**config.mk**
```make
export PLATFORM = sky130hd
export DESIGN_NAME = decode_stage
export DESIGN_NICKNAME = d
export VERILOG_FILES = /design/src/rtl/decode_stage.sv
export SDC_FILE = /design/constraint.sdc
export NUM_CORES = 2
export LEC_CHECK = 0
export ABC_AREA = 1
export CAP_MARGIN = 30
export CORE_MARGIN = 2
export CORE_UTILIZATION = 30
export CTS_BUF_LIST = sky130_fd_sc_hd__clkbuf_8
export DETAILED_ROUTE_END_ITERATION = 12
export PLACE_DENSITY = 0.45
export SYNTH_ARGS = -nofsm -noshare
export SYNTH_HDL_FRONTEND = slang
export SYNTH_SLANG_ARGS = --single-unit
```
**constraint.sdc**
```tcl
create_clock -name d_clk -period 44.6 [get_ports d_clk]
set_clock_uncertainty 0.15 [all_clocks]
set_input_delay 6.69 -clock d_clk [delete_from_list [all_inputs] [get_ports d_clk]]
set_output_delay 6.69 -clock d_clk [all_outputs]
set_load 0.005 [all_outputs]
```
**src/rtl/decode_stage.sv**
```systemverilog
// -----------------------------------------------------------------------------
// decode_stage
//   Instruction-decode stage of the 5-stage MIPS pipeline. It sits directly
//   downstream of fetch. The output register acts as the IF/ID/EX boundary,
//   so an instruction captured at edge N is visible on the outputs after N.
//   The stage reads the 32-entry register file. A write arriving from
//   writeback in the same cycle is bypassed into the captured operands.
//
// Ports
//   d_clk, d_rst          clock (rising edge), async active-high reset
//   d_i_ce/instr/pc       fetch output: valid, instruction word, its PC
//   d_i_stall             hold stage contents; rs/rt data keep refreshing
//   d_i_flush             squash: d_o_ce and all controls go to 0
//   d_i_wb_we/addr/data   writeback write port (writes to r0 are ignored)
//   d_o_ce, d_o_pc        decoded instruction valid and its PC
//   d_o_rs_*/d_o_rt_*     source register indices and operand data
//   d_o_rd_addr           resolved destination (0 when nothing is written)
//   d_o_imm               extended immediate
//   d_o_opcode/funct      raw opcode and funct fields
//   d_o_reg_write ...     control signals for the later stages
//
// Handshake: d_i_ce marks a valid instruction. It is consumed at the rising
// edge only when neither d_i_flush nor d_i_stall is asserted. There is no
// back-pressure toward fetch; the hazard unit owns that.
// -----------------------------------------------------------------------------
module decode_stage #(
   parameter int PC_WIDTH = 32,
   parameter int IWIDTH   = 32,
   parameter int DWIDTH   = 32,
   parameter int AWIDTH   = 5
) (
   input  logic                d_clk,
   input  logic                d_rst,
   input  logic                d_i_ce,
   input  logic [IWIDTH-1:0]   d_i_instr,
   input  logic [PC_WIDTH-1:0] d_i_pc,
   input  logic                d_i_stall,
   input  logic                d_i_flush,
   input  logic                d_i_wb_we,
   input  logic [AWIDTH-1:0]   d_i_wb_addr,
   input  logic [DWIDTH-1:0]   d_i_wb_data,
   output logic                d_o_ce,
   output logic [PC_WIDTH-1:0] d_o_pc,
   output logic [AWIDTH-1:0]   d_o_rs_addr,
   output logic [AWIDTH-1:0]   d_o_rt_addr,
   output logic [DWIDTH-1:0]   d_o_rs_data,
   output logic [DWIDTH-1:0]   d_o_rt_data,
   output logic [AWIDTH-1:0]   d_o_rd_addr,
   output logic [DWIDTH-1:0]   d_o_imm,
   output logic [5:0]          d_o_opcode,
   output logic [5:0]          d_o_funct,
   output logic                d_o_reg_write,
   output logic                d_o_mem_read,
   output logic                d_o_mem_write,
   output logic                d_o_mem_to_reg,
   output logic                d_o_alu_src,
   output logic                d_o_branch,
   output logic                d_o_jump,
   output logic                d_o_illegal
);

   localparam int NREGS = 2 ** AWIDTH;

   localparam logic [5:0] OP_RTYPE = 6'h00;
   localparam logic [5:0] OP_J     = 6'h02;
   localparam logic [5:0] OP_JAL   = 6'h03;
   localparam logic [5:0] OP_BEQ   = 6'h04;
   localparam logic [5:0] OP_BNE   = 6'h05;
   localparam logic [5:0] OP_ADDI  = 6'h08;
   localparam logic [5:0] OP_ADDIU = 6'h09;
   localparam logic [5:0] OP_SLTI  = 6'h0A;
   localparam logic [5:0] OP_ANDI  = 6'h0C;
   localparam logic [5:0] OP_ORI   = 6'h0D;
   localparam logic [5:0] OP_LUI   = 6'h0F;
   localparam logic [5:0] OP_LW    = 6'h23;
   localparam logic [5:0] OP_SW    = 6'h2B;
   localparam logic [5:0] FN_JR    = 6'h08;

   // Control bundle bit positions.
   localparam int C_RW  = 0;
   localparam int C_MR  = 1;
   localparam int C_MW  = 2;
   localparam int C_M2R = 3;
   localparam int C_AS  = 4;
   localparam int C_BR  = 5;
   localparam int C_JP  = 6;
   localparam int C_IL  = 7;

   // ---------------------------------------------------------------------
   // Field extraction
   // ---------------------------------------------------------------------
   logic [5:0]        f_opcode;
   logic [5:0]        f_funct;
   logic [AWIDTH-1:0] f_rs;
   logic [AWIDTH-1:0] f_rt;
   logic [AWIDTH-1:0] f_rd;
   logic [15:0]       f_imm16;
   logic [25:0]       f_target;

   assign f_opcode = d_i_instr[31:26];
   assign f_funct  = d_i_instr[5:0];
   assign f_rs     = d_i_instr[25:21];
   assign f_rt     = d_i_instr[20:16];
   assign f_rd     = d_i_instr[15:11];
   assign f_imm16  = d_i_instr[15:0];
   assign f_target = d_i_instr[25:0];

   // ---------------------------------------------------------------------
   // Decode table
   // ---------------------------------------------------------------------
   logic [7:0]        dec_ctrl;
   logic [AWIDTH-1:0] dec_rd;
   logic [DWIDTH-1:0] dec_imm;
   logic [DWIDTH-1:0] imm_sext;
   logic [DWIDTH-1:0] imm_zext;

   assign imm_sext = {{(DWIDTH-16){f_imm16[15]}}, f_imm16};
   assign imm_zext = {{(DWIDTH-16){1'b0}}, f_imm16};

   always_comb begin
      dec_ctrl = '0;
      dec_rd   = '0;
      dec_imm  = imm_sext;
      case (f_opcode)
         OP_RTYPE: begin
            if (f_funct == FN_JR) begin
               dec_ctrl[C_JP] = 1'b1;
            end else begin
               dec_ctrl[C_RW] = 1'b1;
               dec_rd         = f_rd;
            end
         end
         OP_LW: begin
            dec_ctrl[C_RW]  = 1'b1;
            dec_ctrl[C_MR]  = 1'b1;
            dec_ctrl[C_M2R] = 1'b1;
            dec_ctrl[C_AS]  = 1'b1;
            dec_rd          = f_rt;
         end
         OP_SW: begin
            dec_ctrl[C_MW] = 1'b1;
            dec_ctrl[C_AS] = 1'b1;
         end
         OP_BEQ, OP_BNE: begin
            dec_ctrl[C_BR] = 1'b1;
         end
         OP_ADDI, OP_ADDIU, OP_SLTI: begin
            dec_ctrl[C_RW] = 1'b1;
            dec_ctrl[C_AS] = 1'b1;
            dec_rd         = f_rt;
         end
         OP_ANDI, OP_ORI: begin
            dec_ctrl[C_RW] = 1'b1;
            dec_ctrl[C_AS] = 1'b1;
            dec_rd         = f_rt;
            dec_imm        = imm_zext;
         end
         OP_LUI: begin
            dec_ctrl[C_RW] = 1'b1;
            dec_ctrl[C_AS] = 1'b1;
            dec_rd         = f_rt;
            dec_imm        = imm_zext << 16;
         end
         OP_J: begin
            dec_ctrl[C_JP] = 1'b1;
            dec_imm        = {{(DWIDTH-26){1'b0}}, f_target};
         end
         OP_JAL: begin
            dec_ctrl[C_JP] = 1'b1;
            dec_ctrl[C_RW] = 1'b1;
            dec_rd         = AWIDTH'(31);
            dec_imm        = {{(DWIDTH-26){1'b0}}, f_target};
         end
         default: begin
            dec_ctrl[C_IL] = 1'b1;
         end
      endcase
   end

   // ---------------------------------------------------------------------
   // Register file with write-port bypass
   // ---------------------------------------------------------------------
   logic [DWIDTH-1:0] regs [NREGS];
   logic              capture;
   logic [AWIDTH-1:0] rs_sel;
   logic [AWIDTH-1:0] rt_sel;
   logic [DWIDTH-1:0] rs_rd;
   logic [DWIDTH-1:0] rt_rd;

   // While stalled, the operands are re-read from the held indices. That way
   // a writeback landing during the stall reaches the waiting instruction.
   assign capture = !d_i_flush && !d_i_stall && d_i_ce;
   assign rs_sel  = d_i_stall ? d_o_rs_addr : f_rs;
   assign rt_sel  = d_i_stall ? d_o_rt_addr : f_rt;

   always_comb begin
      rs_rd = regs[rs_sel];
      if (rs_sel == '0) begin
         rs_rd = '0;
      end else if (d_i_wb_we && d_i_wb_addr == rs_sel) begin
         rs_rd = d_i_wb_data;
      end
   end

   always_comb begin
      rt_rd = regs[rt_sel];
      if (rt_sel == '0) begin
         rt_rd = '0;
      end else if (d_i_wb_we && d_i_wb_addr == rt_sel) begin
         rt_rd = d_i_wb_data;
      end
   end

   always_ff @(posedge d_clk or posedge d_rst) begin
      if (d_rst) begin
         for (int i = 0; i < NREGS; i++) begin
            regs[i] <= '0;
         end
      end else if (d_i_wb_we && d_i_wb_addr != '0) begin
         regs[d_i_wb_addr] <= d_i_wb_data;
      end
   end

   // ---------------------------------------------------------------------
   // Output register: flush > stall > capture > bubble
   // ---------------------------------------------------------------------
   logic [7:0] ctrl_q;

   always_ff @(posedge d_clk or posedge d_rst) begin
      if (d_rst) begin
         d_o_ce      <= 1'b0;
         d_o_pc      <= '0;
         d_o_rs_addr <= '0;
         d_o_rt_addr <= '0;
         d_o_rs_data <= '0;
         d_o_rt_data <= '0;
         d_o_rd_addr <= '0;
         d_o_imm     <= '0;
         d_o_opcode  <= '0;
         d_o_funct   <= '0;
         ctrl_q      <= '0;
      end else if (d_i_flush) begin
         d_o_ce <= 1'b0;
         ctrl_q <= '0;
      end else if (d_i_stall) begin
         d_o_rs_data <= rs_rd;
         d_o_rt_data <= rt_rd;
      end else if (capture) begin
         d_o_ce      <= 1'b1;
         d_o_pc      <= d_i_pc;
         d_o_rs_addr <= f_rs;
         d_o_rt_addr <= f_rt;
         d_o_rs_data <= rs_rd;
         d_o_rt_data <= rt_rd;
         d_o_rd_addr <= dec_rd;
         d_o_imm     <= dec_imm;
         d_o_opcode  <= f_opcode;
         d_o_funct   <= f_funct;
         ctrl_q      <= dec_ctrl;
      end else begin
         d_o_ce <= 1'b0;
         ctrl_q <= '0;
      end
   end

   assign d_o_reg_write  = ctrl_q[C_RW];
   assign d_o_mem_read   = ctrl_q[C_MR];
   assign d_o_mem_write  = ctrl_q[C_MW];
   assign d_o_mem_to_reg = ctrl_q[C_M2R];
   assign d_o_alu_src    = ctrl_q[C_AS];
   assign d_o_branch     = ctrl_q[C_BR];
   assign d_o_jump       = ctrl_q[C_JP];
   assign d_o_illegal    = ctrl_q[C_IL];

endmodule

```
==> flow_summary.json <==
{
  "die_area_um2": 220000,
  "cp_max_fo": 114,
  "wl_um": 304000,
  "min_from": "regs[1019]$_DFFE_PP0P_",
  "post-cts-setup-buffer-count": 0,
  "slew_headroom_pct": 16.3,
  "ctsResizeCount": 0,
  "gp_congestion": 0.820,
  "vias": 65100,
  "fillCellCount": 22900,
  "cp.arrival_ns": 13.00,
  "dp_hpwl_um": 162000,
  "layout.nets": 9267,
  "synth_area_leaders": "dfrtp_1 (46%), nand2_1 (19%), nand3_1 (14%)",
  "grt_max_degree": 161,
  "avgRoutedWirePerCell_um": 25.0,
  "clk_pin_slew_ns": 0.06,
  "total_power_w": 0.00344,
  "hold_viol": 0,
  "htreeDepth": 4,
  "yosysMostFrequentCell": "nand2_1",
  "finalSetupViolations": 0,
  "grt_first_pass_wirelength_um": 444000,
  "fin_crit_ns": 12.01,
  "core_area_um2": 215000,
  "reg2reg_depth": 13,
  "drt-pass1-iter-count": 8,
  "cts_sinks": 1187,
  "clockRootBuffer": "clkbuf_8",
  "die_w_um": 469,
  "syn-num-nets": 9421,
  "stdcell_count": 12200,
  "rrSetupSlack_ns": 39.83,
  "synthTopCellsByCount": "nand2_1 (3,273), nand3_1 (1,821), dfrtp_1 (1,187), o21ai_0 (752), nor2_1 (565)",
  "worstSetupPathType": "in -> async",
  "synth_top_area_cell": "dfrtp_1",
  "p_per_area_nw_per_um2": 46.6,
  "synth_area_um2": 64800,
  "syn_inst": 9314,
  "area_growth_syn_to_layout_pct": 14.0,
  "start_kind": "input pin",
  "worst_pin_slew_ns": 1.26,
  "rows": 170,
  "ys.flop_type": "dfrtp_1",
  "ys_warn_count": 0,
  "rsz0062_at_grt": "no",
  "setup_tns_ns": 0,
  "period_share_pct": 26.9,
  "worstSetupEndpointType": "asynchronous set/reset pin",
  "required_ns": 45.59,
  "p_leak_nw": 34.3,
  "drive_gt1_share_pct": 5.47,
  "ctsLongestPathBuffers": 3,
  "grtUsageTotal_pct": 27.3,
  "grt_overflow_total": 0,
  "clk_latency_ns": 1.00,
  "grt_pass1_vias": 62600,
  "synth_edf_count": 0,
  "ys_seq_area_share_pct": 45.9,
  "drt_iter0_drc": 7670,
  "slew_viol_final": 0,
  "io_pins": 271,
  "ys_ff_latch": 1187,
  "placed_cell_area_um2": 69500,
  "synth_top_area_share_pct": 45.9,
  "r2r_end": "d_o_rt_data[17]$_DFFE_PP0P_",
  "crit_start": "d_rst",
  "async_flop_share_pct": 100,
  "design_area_um2": 73800,
  "post-route-drc-count": 0,
  "initial_core_util_pct": 30.2,
  "cts_tree": "done",
  "endpoint": "regs[687]$_DFFE_PP0P_",
  "syn_avg_cell_area_um2": 6.95,
  "synth_cell_types": 33,
  "die_y_um": 469,
  "final_antenna_net_count": 0,
  "cts_made_buffers": 218,
  "routed_via_density": 5.35,
  "cts-hold-fix-buffers": 0,
  "dp_cells": 11800,
  "max-vdd-ir-drop_v": 0.0000340,
  "antenna_found_initial": 11,
  "status": "completed",
  "max-cap-violations": 0,
  "portBuffers": 270,
  "hold_path.class": "reg -> reg",
  "rr_startpoint": "d_o_rt_addr[4]$_DFFE_PP0P_",
  "fmax_ghz": 0.0833
}
per-layer routing:
metal	global-route usage (%)	vias up	wire length (um)
met5	0	-	32
met4	11.6	6	13500
met3	3.98	699	21400
met2	45.0	2892	142000
met1	35.6	31700	127000
li1	-	29800	-
cell usage in the layout (no fill, tap or decap), types with 3 or more instances in the layout:
cell             synthesis  final
nand4_1                  5      5
inv_1                  426    510
xor2_1                   3      3
dfrtp_1               1187   1187
buf_12                   0     17
o211ai_1                 6      6
o21ai_1                 11     11
inv_4                    0      3
clkinv_2                 0     15
o21ai_0                752    752
nor3_1                   9      9
clkinvlp_4               0      5
a21oi_1                410    410
clkbuf_8                 0    268
clkdlybuf4s50_1          0    269
buf_16                   0     17
nand3_1               1821   1819
clkinv_1                 9      8
inv_2                    8     11
buf_4                   17    105
nand3_4                  0      4
nand2_1               3273   3253
nand2_4                  0     20
nor2_4                   1     16
o21ai_4                  0     10
nor2_1                 565    554
a31oi_1                 10     10
nand2_8                  0      4
diode_2                  0      9
power by group:
group / total, W / leakage [nW] / switching, W / internal (W)
sequential: 0.00145 / 14.9 / 0.000155 / 0.00130
combinational: 0.000947 / 17.0 / 0.000622 / 0.000325
clock: 0.00104 / 2.50 / 0.000501 / 0.000541
total: 0.00344 / 34.3 / 0.00128 / 0.00216
metrics by stage:
step           setup slack (ns)  hold WS, ns  utilization [%]
2_1_floorplan              4.32        0.279                -
3_3_place_gp              30.97        0.216             32.2
3_5_place_dp              31.30        0.217             32.4
4_1_cts                   32.39        0.231             34.3
5_1_grt                   31.78        0.241             34.4
6_report                  32.59        0.229             34.4
cell families after synthesis:
kind of cell	share of synthesized area, %
AND/OR/NAND/NOR	36.7
buffers and inverters	7.94
AO/OA/AOI/OAI	9.42
flip-flops	45.9
XOR/XNOR	0.0406
layout make-up:
class                      instances  area, um2  share of cell area (%)
sequential                      1187      29700                    40.2
clock buffer                     268       3690                    5.00
inverter                         443       1680                    2.27
timing repair buffer             411       4310                    5.84
tap                             2838       3550                    4.81
antenna                            9       22.5                  0.0305
multi-input combinational       6899      30300                    41.1
clock inverter                   114        517                   0.700
flip-flops by register name (all words and copies together), names as in the netlist:
signal / flops
ctrl_q: 7
d_o_ce: 1
d_o_funct: 6
d_o_imm: 32
d_o_opcode: 6
d_o_pc: 32
d_o_rd_addr: 5
d_o_rs_addr: 5
d_o_rs_data: 32
d_o_rt_addr: 5
d_o_rt_data: 32
regs: 1024
how the worst min path moves through the flow:
| stage | endpoint | cells after the start |
|---|---|---|
| CTS | regs[995]$_DFFE_PP0P_ | 0 |
| detailed placement | regs[1022]$_DFFE_PP0P_ | 0 |
| floorplan | regs[1001]$_DFFE_PP0P_ | 1 |
| global route | regs[1001]$_DFFE_PP0P_ | 0 |
| global placement | regs[1022]$_DFFE_PP0P_ | 0 |
| finish | regs[1019]$_DFFE_PP0P_ | 0 |
worst max-delay path, cell delays in order:
cell and delay, ns:
clkdlybuf4s50_1 0.57, inv_8 0.66, buf_4 0.79, buf_4 0.78, buf_4 0.83, buf_4 0.85, buf_4 0.68, buf_4 0.55
buf_16 0.30
Power figures use the tool's default switching activity.
